`config.mk`:
```
export PLATFORM = sky130hd
export DESIGN_NAME = mod_counter
export DESIGN_NICKNAME = d
export VERILOG_FILES = /design/src/rtl/mod_counter_pkg.sv /design/src/rtl/mod_counter_prescaler.sv /design/src/rtl/mod_counter.sv
export SDC_FILE = /design/constraint.sdc
export NUM_CORES = 1
export LEC_CHECK = 0
export ABC_AREA = 0
export ABC_CLOCK_PERIOD_IN_PS = 2100
export BUFFER_PORTS_ARGS = -buffer_cell sky130_fd_sc_hd__buf_2
export CORE_MARGIN = 5
export CORE_UTILIZATION = 35
export DETAILED_ROUTE_END_ITERATION = 12
export GPL_TIMING_DRIVEN = 0
export PLACE_DENSITY = 0.66
export SLEW_MARGIN = 10
export SYNTH_ARGS = -nofsm -noshare
export SYNTH_HDL_FRONTEND = slang
export SYNTH_HIERARCHICAL = 1
export SYNTH_SLANG_ARGS = --single-unit
```
`constraint.sdc`:
```
create_clock -name clk -period 2.1 [get_ports clk]
set_clock_uncertainty 0.2 [all_clocks]
set_input_delay 0.42 -clock clk [delete_from_list [all_inputs] [get_ports clk]]
set_output_delay 0.42 -clock clk [all_outputs]
set_load 0.01 [all_outputs]
```
`src/rtl/mod_counter_pkg.sv`:
```
// Shared types and limits for the modulo counter slice.
// Pure declarations; no logic, no latency, no flow control.
package counter_pkg;

    typedef enum logic {
        MODE_WRAP = 1'b0,
        MODE_SAT  = 1'b1
    } cnt_mode_e;

    localparam int CNT_MAX_WIDTH = 32;

endpackage

```
`src/rtl/mod_counter_prescaler.sv`:
```
// Divides enabled cycles by PRESCALE; tick is combinational from the phase register and en.
// Phase updates one edge later; no backpressure, holds while en=0.
module counter_prescaler #(
    parameter int PRESCALE = 1
) (
    input  logic clk,
    input  logic rst,
    input  logic en,
    input  logic sync_clr,
    output logic tick
);

    localparam int            PW      = (PRESCALE > 1) ? $clog2(PRESCALE) : 1;
    localparam logic [PW-1:0] LP_LAST = PW'(PRESCALE - 1);

    logic [PW-1:0] r_pre_cnt;

    // With PRESCALE=1 the phase never leaves 0, so tick degenerates to en.
    assign tick = en && (r_pre_cnt == LP_LAST);

    always_ff @(posedge clk) begin
        if (rst || sync_clr) begin
            r_pre_cnt <= '0;
        end else if (tick) begin
            r_pre_cnt <= '0;
        end else if (en) begin
            r_pre_cnt <= r_pre_cnt + PW'(1);
        end
    end

endmodule

```
`src/rtl/mod_counter.sv`:
```
// Up/down modulo-MOD counter with prescaler, wrap/saturate boundary, tc pulse and sticky ovf.
// Latency: one edge from input to count/tc/ovf; no backpressure, every edge is accepted.
module mod_counter
    import counter_pkg::*;
#(
    parameter int        WIDTH    = 4,
    parameter int        MOD      = 10,
    parameter cnt_mode_e MODE     = MODE_WRAP,
    parameter int        PRESCALE = 1
) (
    input  logic             clk,
    input  logic             rst,
    input  logic             en,
    input  logic             up,
    input  logic             clr,
    input  logic             load,
    input  logic [WIDTH-1:0] load_val,
    input  logic             ovf_clr,
    output logic [WIDTH-1:0] count,
    output logic             tc,
    output logic             ovf
);

    if (WIDTH < 1 || WIDTH > CNT_MAX_WIDTH) begin : g_bad_width
        $fatal(1, "mod_counter: WIDTH out of range");
    end
    if (MOD < 2 || longint'(MOD) > (longint'(1) << WIDTH)) begin : g_bad_mod
        $fatal(1, "mod_counter: MOD must be in 2..2**WIDTH");
    end
    if (PRESCALE < 1) begin : g_bad_prescale
        $fatal(1, "mod_counter: PRESCALE must be >= 1");
    end

    localparam logic [WIDTH:0]   LP_MOD  = (WIDTH+1)'(MOD);
    localparam logic [WIDTH-1:0] LP_LAST = WIDTH'(MOD - 1);

    logic [WIDTH-1:0] r_count;
    logic             r_tc;
    logic             r_ovf;

    logic             w_tick;
    logic             w_step;
    logic             w_bnd;
    logic [WIDTH:0]   w_cnt_ext;
    logic [WIDTH:0]   w_sum;
    logic [WIDTH:0]   w_load_ext;
    logic [WIDTH-1:0] w_next;

    counter_prescaler #(
        .PRESCALE (PRESCALE)
    ) u_prescaler (
        .clk      (clk),
        .rst      (rst),
        .en       (en),
        .sync_clr (clr | load),
        .tick     (w_tick)
    );

    assign w_cnt_ext  = {1'b0, r_count};
    assign w_load_ext = {1'b0, load_val};
    assign w_sum      = up ? (w_cnt_ext + (WIDTH+1)'(1)) : (w_cnt_ext - (WIDTH+1)'(1));

    // Up hits the boundary when the sum reaches MOD; down when it borrows into the extra bit.
    assign w_bnd  = up ? (w_sum == LP_MOD) : w_sum[WIDTH];
    assign w_step = w_tick && !clr && !load;

    always_comb begin
        w_next = r_count;
        if (clr) begin
            w_next = '0;
        end else if (load) begin
            w_next = (w_load_ext >= LP_MOD) ? LP_LAST : load_val;
        end else if (w_step) begin
            if (!w_bnd) begin
                w_next = w_sum[WIDTH-1:0];
            end else if (MODE == MODE_WRAP) begin
                w_next = up ? '0 : LP_LAST;
            end
        end
    end

    always_ff @(posedge clk) begin
        if (rst) begin
            r_count <= '0;
            r_tc    <= 1'b0;
            r_ovf   <= 1'b0;
        end else begin
            r_count <= w_next;
            r_tc    <= w_step && w_bnd;
            // Boundary set takes precedence over a simultaneous ovf_clr.
            r_ovf   <= (w_step && w_bnd) || (r_ovf && !ovf_clr);
        end
    end

    assign count = r_count;
    assign tc    = r_tc;
    assign ovf   = r_ovf;

endmodule

```
==> Yosys cells after proc, flatten, opt, wreduce, memory -nomap -nowiden <==
Index checks and enable logic that the tools add are counted.
{ "word_totals": {"elab_cells": 31, "reg_bits": 7} }
{ "op_classes": {"eq_ne": 1, "bitwise": 2, "n_reduce_logical": 13, "n_addsub": 3, "order_cmp": 1, "muxes": 7} }
{ "ops": {"columns": ["operator", "n"], "rows": [
  ["$mux 4", 5],
  ["$add 4x1->5 const B", 1],
  ["$eq 5x4->1 const B", 1],
  ["$logic_and 1x1->1", 5],
  ["$mux 5", 1],
  ["$sub 4x1->5 const B", 1],
  ["$ge 4x4->1 const B", 1],
  ["$reduce_or 2->1", 2],
  ["$logic_not 1->1", 3],
  ["$logic_or 1x1->1", 2],
  ["$reduce_bool 2->1", 1],
  ["$add 1x1->1 const B", 1],
  ["$mux 1", 1],
  ["$not 1->1", 1],
  ["$or 1x1->1", 1]
]} }

==> Logic depth before layout (Yosys ltp) <==
Gate-level depths: netlist of run 1.
{ "depth": {"word_depth": 7, "mapped_depth": 8, "mapped_depth_nobuf": 8} }

==> By module <==
Netlist of run 1, hierarchy kept.
{ "modules_own_cells": {"columns": ["module", "n_inst", "cells_per_inst", "area_per_inst_um2", "seq_area_each_um2"], "rows": [
  ["mod_counter", 1, 61, 503.0, 120.1],
  ["counter_prescaler", 1, 3, 41.3, 20.0]
]} }

==> Worst setup path before layout of run 1 <==
Ideal clock, no wire load.
{ "synth_timing": {"path_kind": "flip-flop to flip-flop", "start": "reg r_count[0], in the netlist count[0]", "end": "reg r_count[0], in the netlist count[0]", "t_arrival_ns": 2.054, "setup_slack_ns": -0.243, "synth_period_minus_slack_ns": 2.343, "t_required_ns": 1.812, "stages_incl_launch_ff": 8, "n_path_buf": 0, "setup_time_ns": 0.088, "path_cell_list": "dfxtp_1 > inv_1 > fa_1 > nor2b_1 > a22oi_2 > nor4_2 > or4_1 > a311oi_2"} }
{ "synth_between": {"elab_chain_len": 7} }
{ "synth_lines": {"columns": ["element", "line", "rtl"], "rows": [
  ["from (decl)", "mod_counter.sv:37", "logic [WIDTH-1:0] r_count;"],
  ["from (signal assigned)", "mod_counter.sv:88", "r_count <= w_next;"],
  ["$sub 4x1->5 / $add 4x1->5 (equally long branches)", "mod_counter.sv:61", "assign w_sum = up ? (w_cnt_ext + (WIDTH+1)'(1)) : (w_cnt_ext - (WIDTH+1)'(1));"],
  ["$mux 5 *", "mod_counter.sv:61", null],
  ["$eq 5x4->1", "mod_counter.sv:64", "assign w_bnd = up ? (w_sum == LP_MOD) : w_sum[WIDTH];"],
  ["$mux 1", "mod_counter.sv:64", null],
  ["$mux 4 *", "mod_counter.sv:74", "if (!w_bnd) begin"],
  ["$mux 4 *", "mod_counter.sv:73", "end else if (w_step) begin"],
  ["$mux 4 *", "mod_counter.sv:71", "end else if (load) begin"]
]} }
Every way passes the cells marked *; elsewhere a longest branch is shown, timed or not. The select of a mux whose other input is x is not followed.
A chain may end at the register's enable or synchronous reset.

==> Worst setup path in the final report of run 1 <==
Ends and elaborated chain as after synthesis.

==> results of run 1 <==
-- logic make-up after synthesis --
group / Yosys count / synth area share (%)
and+or+nand+nor: 28 / 31.7
AOI/OAI and AO/OA: 17 / 24.8
DFF: 7 / 25.7
adders and majority gates: 5 / 12.9
buffers and inverters: 7 / 4.83
-- through the flow --
stage	TNS [ps]	std cells	setup WS, ps	hold slack [ps]
floorplan	-37.7	64	-37.7	274
global placement	-1030	96	-259	256
detailed placement	-1160	96	-286	263
CTS	-99.1	101	-99.1	147
global route	-481	104	-128	150
finish	-79.2	104	-74.9	149
-- synth_stat cells --
master,instances,area [um^2]
nand2_1,3,11.3
ha_1,4,50.1
and3_1,1,6.26
nor3_1,2,10.0
fa_1,1,20.0
a22oi_2,1,12.5
or3_1,1,6.26
or2b_2,1,8.76
inv_1,7,26.3
or4_1,1,7.51
or2_2,1,6.26
o21ai_1,2,10.0
nand3_1,1,5.00
nor2_1,7,26.3
nor2b_4,1,13.8
nor4_2,1,12.5
o21a_1,1,7.51
nor4b_2,1,15.0
o221a_1,2,22.5
nor4_1,1,6.26
o221ai_1,1,8.76
nor2b_1,2,12.5
a21oi_1,6,30.0
a311oi_2,1,15.0
o2111a_1,1,11.3
dfxtp_1,7,140
nand2b_1,3,18.8
o311a_1,1,10.0
a21o_1,1,7.51
and2_1,1,6.26
-- power breakdown --
group	switching [mW]	internal (mW)
clock network	0.0523	0.0727
logic	0.0640	0.0592
registers	0.00485	0.138
total	0.121	0.269
-- flip-flops by register name, summed over array words and instances (netlist names) --
name                   count
ovf                        1
u_prescaler/r_pre_cnt      1
tc                         1
count                      4
-- critical path, stage by stage, from the launching register on --
cell and delay (ps):
dfxtp_4 350, inv_2 40, fa_2 410, nor2b_4 150, a22oi_2 210, nor4_4 60
or4_1 480, a311oi_2 190
-- how the worst max path moves through the flow --
stage / endpoint / slack (ps) / cells past startpoint
floorplan: count[0] / -40 / 7
global placement: count[2] / -260 / 9
detailed placement: count[2] / -290 / 9
CTS: count[0] / -100 / 7
global route: count[0] / -130 / 7
finish: count[0] / -70 / 7
-- routing by layer --
layer	track usage (%)	wire, um	up-vias
li1	-	-	281
met1	13.4	581	265
met2	17.8	682	13
met3	2.75	61	2
met4	5.24	12	0
met5	0	0	-
-- what timing repair did --
item                       4_1_cts  5_1_grt
pin swaps                        0        4
setup endpoints to repair        3        5
cloned                           0        0
setup buffers                    1        3
resized for setup                2        5
-- layout make-up --
type	count	area, um^2	area share [%]
Multi-Input combinational cell	50	444	57.2
Tap cell	16	20.0	2.58
Sequential cell	7	148	19.0
Inverter	7	28.8	3.70
Timing Repair Buffer	20	110	14.2
Clock buffer	4	26.3	3.38
==> summary.txt, run 1 <==
Register area share after synthesis - 25.7%
CP Data Arrival Time - 2130 ps
Critical setup path kind - reg -> reg
Yosys warning count - 6
Via count - 561
Commonest cells after routing, fill and taps aside - buf_2 (16), nor2_1 (7), dfxtp_1 (5)
Post-synthesis net count - 80
Iter 0 DRT Violations - 7
DRC viols - 0
#FFs+latches synth - 7
Worst r2r path cells - 7
Post-DR vias/cell - 5.39
Hold path depth - 2
Critical path required time - 2060 ps
Critical Path Fanout Max - 2
FILL cells - 145
Clock buffer depth - 2
Worst Hold Class - in -> reg
Critical Path Sink Type - flop
Final GP Congestion - 0.767
Synth Instances - 64
Hold Crit Endpoint - u_prescaler/r_pre_cnt
Max cap viols - 0
Die W - 49.4 um
Layout area overhead - 42.8%
CTS Root Cell - clkbuf_4
Routed WL - 1340 um
Ant. Diodes - 0
IO buf count - 16
Number of global-route vias before repair - 509
CTS tree - yes
Initial Utilization - 36.6%
Final Core Density - 52.2%
Antenna Nets Post-Route - 0
Hold_sp - en
Die Height - 49.4 um
Unrepaired setup endpoints after global routing - true
Startpoint Class - flop
Initial antenna violation count - 0
P per Cell Area - 503 nW/um^2
Tcrit/Tclk final - 104%
Worst Setup SP - count[0]
Clk_lat worst skew - 250 ps
CTS Hold Bufs - 0
Clock transition at path regs - 50 ps
Final Cell Area - 777 um^2
Wire per inst - 12.9 um
Worst vdd ir - 0.237 mV
Outcome - complete, but fails checks
Fin nets - 105
Core Region - 1490 um^2
Min cycle time layout - 2170 ps
R2r endpoint - count[0]
Global-route wire length before repair - 2150 um
Worst Tran Pin Value - 285 ps
Flop2flop setup slack - -70 ps
Total GRT Usage - 11.0%
Placement Rows - 14
Proportion of layout cells with a drive suffix above 1 - 51.1%
Leak - 0.346 nW
Pin count of the biggest net entering global routing - 8
Cell area after synthesis - 544 um^2
Endpoints failing hold - 0
Max Freq - 460 MHz
Commonest non-fill, non-tap cell in the layout - buf_2
IO Pins - 17
Post-DP Area - 696 um^2
Setup violations, final - 2
Worst setup margin - -74.9 ps
Tot Pwr - 0.391 mW
GR Overflow Total - 0
Worst relative slew slack - 80.9%
DR pass1 iterations - 4
Die area - 2440 um^2
Htree depth - 1
Synth unique cells - 30
Num CTS Buffers - 3
Syn avg cell area - 8.50 um^2
Failing checks - negative setup slack
Sink Count - 7
Max-slew violation count - 0
Crit Reg-Reg Startpoint - count[0]
Final HPWL DP - 1080 um
Power figures use the tool's default switching activity.
==> inputs of run 2 (changes only) <==
CTS_BUF_LIST = sky130_fd_sc_hd__clkbuf_4 sky130_fd_sc_hd__clkbuf_8 sky130_fd_sc_hd__clkbuf_16   (was default)
SKIP_CTS_REPAIR_TIMING = 1   (was default)
==> summary.txt, run 2 (same netlist as run 1, synthesis figures left out) <==
Number of global-route vias before repair - 496
Die area - 2440 um^2
Htree depth - 1
Worst Hold Class - in -> reg
Critical setup path kind - reg -> reg
IO Pins - 17
DRC viols - 0
Global-route wire length before repair - 2130 um
Outcome - complete, but fails checks
Commonest non-fill, non-tap cell in the layout - buf_2
Setup violations, final - 2
Tcrit/Tclk final - 103%
Max reg flops - 4
Routed WL - 1330 um
Ant. Diodes - 0
Placement Rows - 14
CTS tree - yes
R2r endpoint - count[0]
Failing checks - negative setup slack
Worst relative slew slack - 80.7%
Die Height - 49.4 um
Worst setup margin - -68.0 ps
WP depth - 7
Critical Path Sink Type - flop
Clk_lat worst skew - 250 ps
Total GRT Usage - 10.9%
Clock buffer depth - 2
Max cap viols - 0
CTS Root Cell - clkbuf_4
DR pass1 iterations - 4
Final Cell Area - 788 um^2
Worst Tran Pin Value - 287 ps
Post-DP Area - 696 um^2
Via count - 546
Startpoint Class - flop
CP peak stage delay - 480 ps
Pin count of the biggest net entering global routing - 8
Slowest stage cell on the critical path - or4_1
Max-slew violation count - 0
Unrepaired setup endpoints after global routing - true
Worst path cell trace - inv_2 > fa_2 > nor2b_4 > a22oi_2 > nor4_4 > or4_1 > a311oi_2
Core Region - 1490 um^2
Layout area overhead - 44.8%
Setup TNS - -68.7 ps
Final HPWL DP - 1080 um
Proportion of layout cells with a drive suffix above 1 - 52.3%
Fin nets - 105
Worst Setup SP - count[1]
Critical path required time - 2060 ps
Crit path max-delay family - simple AND/OR/NAND/NOR gates
Hold_ws - 145 ps
P per Cell Area - 514 nW/um^2
Leak - 0.350 nW
Buffers and inverters on the worst path - 1
Crit path to - count[0]
Worst vdd ir - 0.257 mV
Max Freq - 461 MHz
Initial Utilization - 36.6%
Num CTS Buffers - 3
Final GP Congestion - 0.767
Crit Reg-Reg Startpoint - count[1]
Antenna Nets Post-Route - 0
Min cycle time layout - 2170 ps
Sink Count - 7
Die W - 49.4 um
CP Data Arrival Time - 2130 ps
Critical Path Fanout Max - 4
Worst r2r path cells - 7
Clock transition at path regs - 60 ps
IO buf count - 16
Endpoints failing hold - 0
Iter 0 DRT Violations - 15
Wire per inst - 12.8 um
GR Overflow Total - 0
Flop2flop setup slack - -70 ps
Initial antenna violation count - 0
Post-DR vias/cell - 5.25
Commonest cells after routing, fill and taps aside - buf_2 (16), nor2_1 (7), dfxtp_1 (5)
FILL cells - 150
-- run 2: layout make-up --
class	count	area, um^2	share of cell area (%)
clock buffer	4	30.0	3.81
sequential	7	148	18.7
tap	16	20.0	2.54
timing repair buffer	20	118	14.9
inverter	7	28.8	3.65
multi-input combinational	50	444	56.3
-- run 2: how the worst min path moves through the flow --
stage,from,to,depth (start not counted)
6_report,en,u_prescaler/r_pre_cnt,2
4_1_cts,en,u_prescaler/r_pre_cnt,2
3_3_place_gp,ovf,ovf,2
2_1_floorplan,u_prescaler/r_pre_cnt,u_prescaler/r_pre_cnt,1
3_5_place_dp,ovf,ovf,2
5_1_grt,en,u_prescaler/r_pre_cnt,2
-- run 2: power breakdown --
group / switching, mW / total, mW / internal (mW)
Combinational: 0.0628 / 0.122 / 0.0597
Clock: 0.0529 / 0.139 / 0.0856
Sequential: 0.00622 / 0.144 / 0.138
-- run 2: routing by layer --
metal	vias up	track usage, %	share of wire [%]
met5	-	0	0
met4	0	5.24	1.6
met3	4	2.75	3.8
met2	9	17.4	48
met1	250	13.6	46
li1	283	-	-
-- run 2: stage by stage --
| stage | utilization [%] | power [mW] | worst slack, ps | cells |
|---|---|---|---|---|
| floorplan | - | 0.225 | -37.7 | 64 |
| global placement | 46.7 | 0.256 | -259 | 96 |
| detailed placement | 46.7 | 0.258 | -286 | 96 |
| CTS | 48.7 | 0.396 | -119 | 100 |
| global route | 52.9 | 0.435 | -129 | 104 |
| finish | 52.9 | 0.405 | -68.0 | 104 |
